### src/rtl/disp_arbiter_pkg.sv
// -----------------------------------------------------------------------------
// disp_arbiter_pkg
// Purpose : shared definitions for the display arbiter. These are the digit
//           geometry of the 4-digit 7-segment driver, the blank-digit mask and
//           the arbiter state encoding.
// Ports   : none (package)
// -----------------------------------------------------------------------------
package disp_arbiter_pkg;

  // One hex digit is one nibble, and the display has four digits.
  localparam int DIGIT_W    = 4;
  localparam int NUM_DIGITS = 4;
  localparam int HEX_W      = DIGIT_W * NUM_DIGITS;

  // An LES bit set to 1 blanks that digit, so an all-ones mask blanks the
  // whole display.
  localparam logic [NUM_DIGITS-1:0] LES_BLANK = 4'hF;

  // ST_IDLE means nobody owns the display.
  // ST_OWN means the owner index register is valid.
  typedef enum logic {
    ST_IDLE = 1'b0,
    ST_OWN  = 1'b1
  } state_t;

endpackage

### src/rtl/disp_arbiter_rr_pick.sv
// -----------------------------------------------------------------------------
// rr_pick
// Purpose : combinational round-robin search. It finds the first set bit of
//           req, starting at index base and wrapping modulo N.
// Ports   : req    in  N        request vector
//           base   in  clog2(N) index where the search starts
//           valid  out 1        at least one request bit is set
//           pick   out N        one-hot copy of the winning request
//           idx    out clog2(N) index of the winning request
// -----------------------------------------------------------------------------
module rr_pick #(
  parameter int N = 4
) (
  input  logic [N-1:0]         req,
  input  logic [$clog2(N)-1:0] base,
  output logic                 valid,
  output logic [N-1:0]         pick,
  output logic [$clog2(N)-1:0] idx
);

  localparam int IW = $clog2(N);
  localparam logic [IW:0] NW = (IW+1)'(N);

  // Walk the N candidates in priority order: base, base+1, ... wrapping at N.
  // The sum carries one extra bit so that the wrap test also works for N
  // values that are not a power of two.
  always_comb begin
    logic [IW:0]   sum;
    logic [IW-1:0] cand;
    sum   = '0;
    cand  = '0;
    valid = 1'b0;
    pick  = '0;
    idx   = '0;
    for (int i = 0; i < N; i++) begin
      sum = {1'b0, base} + (IW+1)'(i);
      if (sum >= NW) begin
        sum = sum - NW;
      end
      cand = sum[IW-1:0];
      if (!valid && req[cand]) begin
        valid      = 1'b1;
        pick[cand] = 1'b1;
        idx        = cand;
      end
    end
  end

endmodule

### src/rtl/disp_arbiter.sv
// -----------------------------------------------------------------------------
// disp_arbiter
// Purpose : shares one 4-digit 7-segment driver between N requesters. It uses
//           fair round-robin arbitration. Once others are waiting, an owner
//           keeps the display for at least HOLD_TICKS tick pulses.
// Ports   : clk       in  1      system clock
//           RST       in  1      synchronous active-high reset
//           tick      in  1      one-cycle hold timebase pulse
//           req       in  N      level request per requester
//           hex_in    in  16*N   digits of requester i at [16i+15:16i]
//           point_in  in  4*N    decimal points of requester i at [4i+3:4i]
//           les_in    in  4*N    blank mask of requester i at [4i+3:4i]
//           gnt       out N      one-hot owner, zero when idle
//           busy      out 1      a requester owns the display
//           HEXS      out 16     digits to the display driver
//           point     out 4      decimal points to the display driver
//           LES       out 4      blank mask to the display driver
// -----------------------------------------------------------------------------
module disp_arbiter
  import disp_arbiter_pkg::*;
#(
  parameter int N          = 4,
  parameter int HOLD_TICKS = 3
) (
  input  logic                    clk,
  input  logic                    RST,
  input  logic                    tick,
  input  logic [N-1:0]            req,
  input  logic [HEX_W*N-1:0]      hex_in,
  input  logic [NUM_DIGITS*N-1:0] point_in,
  input  logic [NUM_DIGITS*N-1:0] les_in,
  output logic [N-1:0]            gnt,
  output logic                    busy,
  output logic [HEX_W-1:0]        HEXS,
  output logic [NUM_DIGITS-1:0]   point,
  output logic [NUM_DIGITS-1:0]   LES
);

  localparam int IW = $clog2(N);
  localparam int HW = $clog2(HOLD_TICKS + 1);
  localparam logic [IW-1:0] LAST_IDX  = IW'(N - 1);
  localparam logic [HW-1:0] HOLD_INIT = HW'(HOLD_TICKS);

  state_t        state;
  logic [IW-1:0] owner;
  logic [IW-1:0] last;
  logic [HW-1:0] hold;

  logic [IW-1:0] cur;
  logic [IW-1:0] base;
  logic          pick_valid;
  logic [N-1:0]  pick_onehot;
  logic [IW-1:0] pick_idx;

  logic          nxt_valid;
  logic [IW-1:0] nxt_idx;
  logic          reload;
  logic          handoff;

  logic [HEX_W-1:0]      sel_hex;
  logic [NUM_DIGITS-1:0] sel_point;
  logic [NUM_DIGITS-1:0] sel_les;

  // Search starts just after the previous owner when idle, and just after the
  // current owner when owned. If the search lands on the current owner, no
  // other requester is waiting.
  always_comb begin
    cur  = (state == ST_IDLE) ? last : owner;
    base = (cur == LAST_IDX) ? '0 : cur + 1'b1;
  end

  rr_pick #(
    .N (N)
  ) u_pick (
    .req   (req),
    .base  (base),
    .valid (pick_valid),
    .pick  (pick_onehot),
    .idx   (pick_idx)
  );

  // Decide who owns the display after this edge. A dropped request hands off
  // immediately, even if a tick arrives in the same cycle. An expired hold
  // only switches when the search finds a requester other than the owner.
  always_comb begin
    nxt_valid = 1'b0;
    nxt_idx   = owner;
    reload    = 1'b0;
    handoff   = 1'b0;
    case (state)
      ST_IDLE: begin
        nxt_valid = pick_valid;
        nxt_idx   = pick_idx;
        reload    = pick_valid;
      end
      ST_OWN: begin
        if (!req[owner]) begin
          nxt_valid = pick_valid;
          nxt_idx   = pick_idx;
          reload    = pick_valid;
          handoff   = 1'b1;
        end else if ((hold == '0) && (pick_idx != owner)) begin
          nxt_valid = 1'b1;
          nxt_idx   = pick_idx;
          reload    = 1'b1;
          handoff   = 1'b1;
        end else begin
          nxt_valid = 1'b1;
        end
      end
      default: begin
        nxt_valid = 1'b0;
      end
    endcase
  end

  // Slice out the data of the next owner. The slice is taken every cycle, so
  // changes to the owner's data reach the display one cycle later.
  always_comb begin
    sel_hex   = hex_in[{nxt_idx, 4'b0000} +: HEX_W];
    sel_point = point_in[{nxt_idx, 2'b00} +: NUM_DIGITS];
    sel_les   = les_in[{nxt_idx, 2'b00} +: NUM_DIGITS];
  end

  // This block holds the state, owner, last-owner pointer and hold counter,
  // plus the registered outputs. gnt only changes when a new grant is loaded,
  // so it is always a copy of one rr_pick one-hot vector or zero.
  always_ff @(posedge clk) begin
    if (RST) begin
      state <= ST_IDLE;
      owner <= '0;
      last  <= LAST_IDX;
      hold  <= '0;
      gnt   <= '0;
      busy  <= 1'b0;
      HEXS  <= '0;
      point <= '0;
      LES   <= LES_BLANK;
    end else begin
      state <= nxt_valid ? ST_OWN : ST_IDLE;
      owner <= nxt_idx;
      if (handoff) begin
        last <= owner;
      end
      if (reload) begin
        hold <= HOLD_INIT;
      end else if (!nxt_valid) begin
        hold <= '0;
      end else if (tick && (hold != '0)) begin
        hold <= hold - 1'b1;
      end
      if (!nxt_valid) begin
        gnt <= '0;
      end else if (reload) begin
        gnt <= pick_onehot;
      end
      busy  <= nxt_valid;
      HEXS  <= nxt_valid ? sel_hex   : '0;
      point <= nxt_valid ? sel_point : '0;
      LES   <= nxt_valid ? sel_les   : LES_BLANK;
    end
  end

endmodule

### config.mk
export PLATFORM = sky130hd
export DESIGN_NAME = disp_arbiter
export DESIGN_NICKNAME = d
export VERILOG_FILES = /design/src/rtl/disp_arbiter_pkg.sv /design/src/rtl/disp_arbiter_rr_pick.sv /design/src/rtl/disp_arbiter.sv
export SDC_FILE = /design/constraint.sdc
export NUM_CORES = 1
export LEC_CHECK = 0
export ABC_AREA = 1
export CORE_MARGIN = 3
export CORE_UTILIZATION = 45
export DETAILED_ROUTE_END_ITERATION = 10
export HOLD_SLACK_MARGIN = 0.06
export PLACE_DENSITY_LB_ADDON = 0.25
export SYNTH_ARGS = -nofsm -noshare
export SYNTH_HDL_FRONTEND = slang
export SYNTH_HIERARCHICAL = 1
export SYNTH_SLANG_ARGS = --single-unit
### constraint.sdc
create_clock -name clk -period 7.65 [get_ports clk]
set_clock_uncertainty 0.15 [all_clocks]
set_input_delay 1.53 -clock clk [delete_from_list [all_inputs] [get_ports clk]]
set_output_delay 1.53 -clock clk [all_outputs]
set_load 0.02 [all_outputs]
==> results.py, run 1 <==
metrics = {
    "yosys": {
        "synth_area_mm2": 0.002801,
        "synth-seq-cells": 35,
        "synthMuxAreaShare_pct": 0,
        "synth_top_family_by_area": "simple AND/OR/NAND/NOR gates",
        "synth_fa_ha_area_share_pct": 3.126,
        "synth_compound_area_share_pct": 9.290,
        "synth_simple_gate_area_share_pct": 43.10,
        "syn_area_per_cell_um2": 6.025,
        "ys_seq_area_share_pct": 25.01,
        "synth_nets": 575,
        "synth_cells": 465,
        "synth_xor_area_share_pct": 0.6253,
        "yosys_warnings": 6,
        "yosys.cell_types.count": 26,
    },
    "layout": {
        "diodes": 0,
        "final_cell_mix": "clkdlybuf4s50_1, nand3_1, inv_1",
        "regArea_um2": 700.7,
        "n_fill_cell": 526,
        "final_common_cell": "clkdlybuf4s50_1",
        "area_growth_pct": 49.35,
        "nets": 691,
        "layout-drive-gt1-share_pct": 5.498,
        "utilization_pct": 69.84,
        "multiInputGateArea_mm2": 0.001573,
    },
    "worst_setup_path": {
        "r2r-end": "LES[2]$_SDFF_PP1_",
        "cpLargestDelayFamily": "simple AND/OR/NAND/NOR gates",
        "endpoint": "LES[2]$_SDFF_PP1_",
        "path_class": "register to register",
        "critPathBufInv": 4,
        "worst_setup_path_start_kind": "register",
        "cp-startpoint": "busy$_SDFF_PP0_",
        "cp_slowest_stage_delay_ns": 0.54,
        "cp_cell_sequence": "inv_1, nand2_1, o21ai_0, ha_1, nor2_1, inv_2, ha_1, inv_1, nand3_1, nand2_1, nor2_1, a21oi_1, nand3_1, inv_1, nand2_1, nand2_1, nand2_1, nand3_1, nand2_1, nand2_1",
        "reg2regPathDepth": 20,
        "cp.depth": 20,
        "end_kind": "register",
        "r2r_start": "busy$_SDFF_PP0_",
        "cp_slowest_cell": "nand2_1",
        "r2r_slack_ns": 2.99,
        "crit_top_cell": "nand2_1",
        "crit_fanout": 21,
        "cp.required_ns": 7.67,
        "arrival_ns": 4.69,
    },
    "die": {
        "core_mm2": 0.005991,
        "initial_core_util_pct": 46.76,
        "die_x_um": 84.90,
        "die_h_um": 84.90,
        "num_rows": 28,
        "die_area_mm2": 0.007208,
        "io_pins": 132,
    },
    "timing": {
        "setup_viol": 0,
        "fin_ws_ns": 2.988,
        "worst_slew_pin_slew_ns": 1.099,
        "finalMaxSlewViolations": 0,
        "max_freq_ghz": 0.2145,
        "max-slew-margin-rel_pct": 26.73,
        "final.setup.tns_ns": 0,
        "hold_viol_final": 0,
        "rsz0062_at_grt": "no",
        "finalCritPeriodShare_pct": 60.94,
        "fin_crit_ns": 4.662,
    },
    "routing": {
        "wl_per_cell_um": 13.56,
        "drtAntennaViolNets": 0,
        "totalWireLength_um": 8911,
        "remaining_drc_errors": 0,
        "vias": 3403,
        "firstDrtPassIters": 5,
        "drt_iter0_drc": 211,
        "vias_per_cell": 5.180,
    },
    "clock_tree": {
        "root_buffer": "clkbuf_8",
        "insertion_delay_ns": 0.29,
        "clk_pin_slew_ns": 0.08,
        "cts_tree": "built",
        "cts_buffer_depth": 2,
        "cts_setup_buffers": 0,
        "h-tree-depth": 2,
        "cts_hold_buf": 0,
        "cts_resized": 0,
        "numCtsBuffers": 5,
        "tritoncts_num_sinks": 35,
    },
    "placed_design": {
        "gp_congestion": 0.8477,
        "io_buffers": 131,
        "dp_hpwl_um": 6555,
        "dp_slack_ns": 3.067,
    },
    "global_route": {
        "grt_max_degree": 42,
        "gr-total-overflow": 0,
        "antenna_found_initial": 0,
        "grt_pass1_vias": 3179,
        "grt_pass1_wl_um": 14450,
        "track_usage_pct": 24.15,
    },
    "min_path": {
        "worstHoldPathType": "register to register",
    },
    "run_status": {
        "status": "finished clean",
    },
    "job": {
        "max-cap-violations": 0,
    },
}
## sequential cells by signal, summed over array words and instances, names as in the netlist
name and count:
HEXS 16, owner 2, LES 4, point 4, gnt 4, hold 2
last 2, busy 1
## per-stage QoR
stage | hold slack, ns | cells | cell area (um^2)
after CTS | 0.3494 | 657 | 4184
after global placement | 0.3178 | 649 | 4071
after floorplan | 0.2963 | 465 | 2801
after global routing | 0.3770 | 657 | 4184
after detailed placement | 0.3284 | 649 | 4071
final | 0.3468 | 657 | 4184
## layout make-up
type	instances	share of cell area (%)
clock buffer	5	1.645
clock inverter	3	1.047
tap	75	2.243
inverter	104	9.390
sequential	35	16.75
multi-input combinational	304	37.59
timing repair buffer	131	31.34
## worst min-delay path, delay by kind of cell (launching register included)
kind | cells | cell delay [ns]
compound gates | 1 | 0.06
simple gates | 1 | 0.06
flops | 1 | 0.34
## Yosys cell counts, drive strengths merged
library cell / n / area, um^2
or2: 1 / 6.260
buf: 20 / 127.6
xor2: 2 / 17.52
inv: 104 / 392.9
a21boi: 4 / 30.03
nor2: 16 / 75.07
a21oi: 29 / 145.1
ha: 7 / 87.58
clkbuf: 2 / 7.510
nand3: 130 / 685.7
o211ai: 2 / 15.01
nand2: 94 / 390.4
dfxtp: 35 / 700.7
o21ai: 11 / 70.07
nand4: 8 / 50.05
## metal layers
| metal | GRT usage (%) | part of all wire, % | vias to the layer above |
|---|---|---|---|
| li1 | - | - | 1705 |
| met1 | 31.43 | 43 | 1502 |
| met2 | 39.86 | 46 | 182 |
| met3 | 5.631 | 9.2 | 14 |
| met4 | 7.194 | 2.3 | 0 |
| met5 | 0 | 0 | - |
## cells by family (layout without fill, tap and decap cells)
group | count (synthesis) | in the layout
AND/OR/NAND/NOR | 249 | 249
buffers and inverters | 126 | 243
AO/OA/AOI/OAI | 46 | 46
flip-flops | 35 | 35
adder cells (fa/ha/maj) | 7 | 7
XOR/XNOR | 2 | 2
## worst min-delay path by stage
stage / from / end / slack [ns] / cells after the start
3_5_place_dp: last[1]$_SDFFE_PP1P_ / last[1]$_SDFFE_PP1P_ / 0.33 / 2
2_1_floorplan: last[0]$_SDFFE_PP1P_ / last[0]$_SDFFE_PP1P_ / 0.30 / 2
5_1_grt: last[0]$_SDFFE_PP1P_ / last[0]$_SDFFE_PP1P_ / 0.38 / 2
3_3_place_gp: last[1]$_SDFFE_PP1P_ / last[1]$_SDFFE_PP1P_ / 0.32 / 2
6_report: last[0]$_SDFFE_PP1P_ / last[0]$_SDFFE_PP1P_ / 0.35 / 2
4_1_cts: last[0]$_SDFFE_PP1P_ / last[0]$_SDFFE_PP1P_ / 0.35 / 2
Power of run 1 is not shown: default switching activity piles up to over one toggle a cycle in this logic, so the estimate is an artifact.
==> inputs of run 2 (changes only) <==
--- a/config.mk
+++ b/config.mk
@@ -7,7 +7,7 @@
 export LEC_CHECK = 0
 export ABC_AREA = 1
 export CORE_MARGIN = 3
-export CORE_UTILIZATION = 45
+export CORE_UTILIZATION = 42
 export DETAILED_ROUTE_END_ITERATION = 10
 export HOLD_SLACK_MARGIN = 0.06
 export PLACE_DENSITY_LB_ADDON = 0.25
==> constraint.sdc (replaced) <==
create_clock -name clk -period 4.7 [get_ports clk]
set_clock_uncertainty 0.15 [all_clocks]
set_input_delay 0.94 -clock clk [delete_from_list [all_inputs] [get_ports clk]]
set_output_delay 0.94 -clock clk [all_outputs]
set_load 0.02 [all_outputs]
==> run 2 against run 1 <==
  * Global-route usage fell by 1.0 points
  * Wire length fell by 0.15%
  * Cell area rose by 1.1%
  * Sequential share of layout area fell by 0.18 points
  * Critical endpoint is now hold[0]$_SDFFE_PP0P_
==> results.py, run 2 (synthesized netlist as in run 1, its figures left out) <==
metrics = {
    "layout": {
        "final_common_cell": "clkdlybuf4s50_1",
        "largest_reg_flops": 16,
        "diodes": 0,
        "final_cell_mix": "clkdlybuf4s50_1, nand3_1, inv_1",
        "nets": 696,
        "fin_cells": 664,
        "area_growth_pct": 50.96,
        "n_fill_cell": 584,
        "layout-drive-gt1-share_pct": 6.303,
        "top_register": "HEXS",
        "utilization_pct": 65.85,
    },
    "timing": {
        "rsz0062_at_grt": "no",
        "finalMaxSlewViolations": 0,
        "max_freq_ghz": 0.2371,
        "worst_slew_pin_slew_ns": 1.117,
        "fin_crit_ns": 4.218,
        "setup_viol": 0,
        "whs_ns": 0.3310,
        "hold_viol_final": 0,
        "max-slew-margin-rel_pct": 25.54,
        "finalCritPeriodShare_pct": 89.74,
        "final.setup.tns_ns": 0,
    },
    "die": {
        "io_pins": 132,
        "num_rows": 29,
        "die_h_um": 87.67,
        "die_x_um": 87.67,
        "initial_core_util_pct": 43.62,
        "die_area_mm2": 0.007686,
        "core_mm2": 0.006422,
    },
    "clock_tree": {
        "cts_setup_buffers": 0,
        "tritoncts_num_sinks": 35,
        "root_buffer": "clkbuf_8",
        "insertion_delay_ns": 0.29,
        "h-tree-depth": 2,
        "cts_tree": "built",
        "cts_resized": 0,
        "clk_pin_slew_ns": 0.08,
        "numCtsBuffers": 5,
        "cts_hold_buf": 0,
        "cts_buffer_depth": 2,
    },
    "worst_setup_path": {
        "cp_cell_sequence": "inv_1, nand2_1, o21ai_0, ha_1, nor2_1, inv_2, ha_1, inv_1, nand3_1, nand2_1, nor2_1, a21oi_1, nand3_1, xor2_1, o21ai_0, nand2_1, nand2_1, nand2_1, a21oi_1, nor2_1",
        "r2r_start": "busy$_SDFF_PP0_",
        "arrival_ns": 4.25,
        "crit_top_cell": "nand2_1",
        "path_class": "register to register",
        "r2r-end": "hold[0]$_SDFFE_PP0P_",
        "cp.depth": 20,
        "cpLargestDelayFamily": "simple AND/OR/NAND/NOR gates",
        "crit_fanout": 10,
        "cp.required_ns": 4.73,
        "reg2regPathDepth": 20,
        "worst_setup_path_start_kind": "register",
        "critPathBufInv": 3,
        "cp_slowest_cell": "dfxtp_1",
        "end_kind": "register",
        "r2r_slack_ns": 0.48,
        "cp_slowest_stage_delay_ns": 0.44,
    },
    "global_route": {
        "grt_pass1_vias": 3243,
        "met2_usage_pct": 39.18,
        "use_met3_pct": 5.550,
        "gr-total-overflow": 0,
        "top_usage_layer": "met2",
        "grt_max_degree": 42,
        "globalRouteMet1Util_pct": 29.43,
        "grt_pass1_wl_um": 14470,
        "track_usage_pct": 23.15,
        "antenna_found_initial": 0,
    },
    "min_path": {
        "holdPathStages": 2,
        "worstHoldPathType": "register to register",
        "hold_start": "last[1]$_SDFFE_PP1P_",
        "hold_end": "last[1]$_SDFFE_PP1P_",
    },
    "routing": {
        "totalWireLength_um": 8898,
        "wl_per_cell_um": 13.40,
        "remaining_drc_errors": 0,
        "drtAntennaViolNets": 0,
        "vias": 3346,
        "vias_per_cell": 5.039,
        "firstDrtPassIters": 6,
        "drt_iter0_drc": 242,
    },
    "run_status": {
        "status": "finished clean",
    },
    "placed_design": {
        "dp.cells": 656,
        "dp_hpwl_um": 6551,
        "io_buffers": 131,
        "gp_congestion": 0.8470,
    },
    "job": {
        "max-cap-violations": 0,
    },
}
run 2: cell count changes in the layout (fill, tap and decap cells not counted), sizes merged:
cell	before	now
clkinv	2	1
clkbuf	5	6
buf	0	5
run 2: layout make-up:
class,instances,area (um^2),area share [%]
Multi-Input combinational cell,304,1573,37.19
Timing Repair Buffer,136,1349,31.89
Sequential cell,35,700.7,16.57
Inverter,104,392.9,9.290
Tap cell,77,96.34,2.278
Clock buffer,6,82.58,1.953
Clock inverter,2,35.03,0.8284
run 2: how the worst max path moves through the flow:
stage                    startpoint                   end  slack (ns)
CTS                 busy$_SDFF_PP0_  hold[1]$_SDFFE_PP0P_        0.54
floorplan           busy$_SDFF_PP0_  hold[0]$_SDFFE_PP0P_        0.98
detailed placement  busy$_SDFF_PP0_  hold[1]$_SDFFE_PP0P_        0.55
global placement    busy$_SDFF_PP0_  hold[1]$_SDFFE_PP0P_        0.78
global route        busy$_SDFF_PP0_  hold[0]$_SDFFE_PP0P_        0.04
finish              busy$_SDFF_PP0_  hold[0]$_SDFFE_PP0P_        0.48
run 2: per-layer routing:
| layer | wire length, um | part of all wire [%] | up-vias |
|---|---|---|---|
| met5 | 0 | 0 | - |
| met4 | 91 | 1.0 | 0 |
| met3 | 816 | 9.2 | 8 |
| met2 | 4150 | 47 | 161 |
| met1 | 3840 | 43 | 1466 |
| li1 | - | - | 1711 |
run 2: per-stage QoR:
stage	setup slack (ns)	instance area (um^2)
after floorplan	0.9790	2801
after detailed placement	0.5468	4111
final	0.4821	4229
after CTS	0.5387	4229
after global routing	0.04211	4229
after global placement	0.7756	4111
run 2: worst register-to-register path, delay by kind of cell, from the launching register on:
family	cells	cell delay [ns]
AOI/OAI and AO/OA	4	0.68
DFF	1	0.44
xor gates and xnor gates	1	0.09
and+or+nand+nor	10	1.66
adders and majority gates	2	0.63
buffers and inverters	3	0.48
Power of run 2 is left out for the same reason.
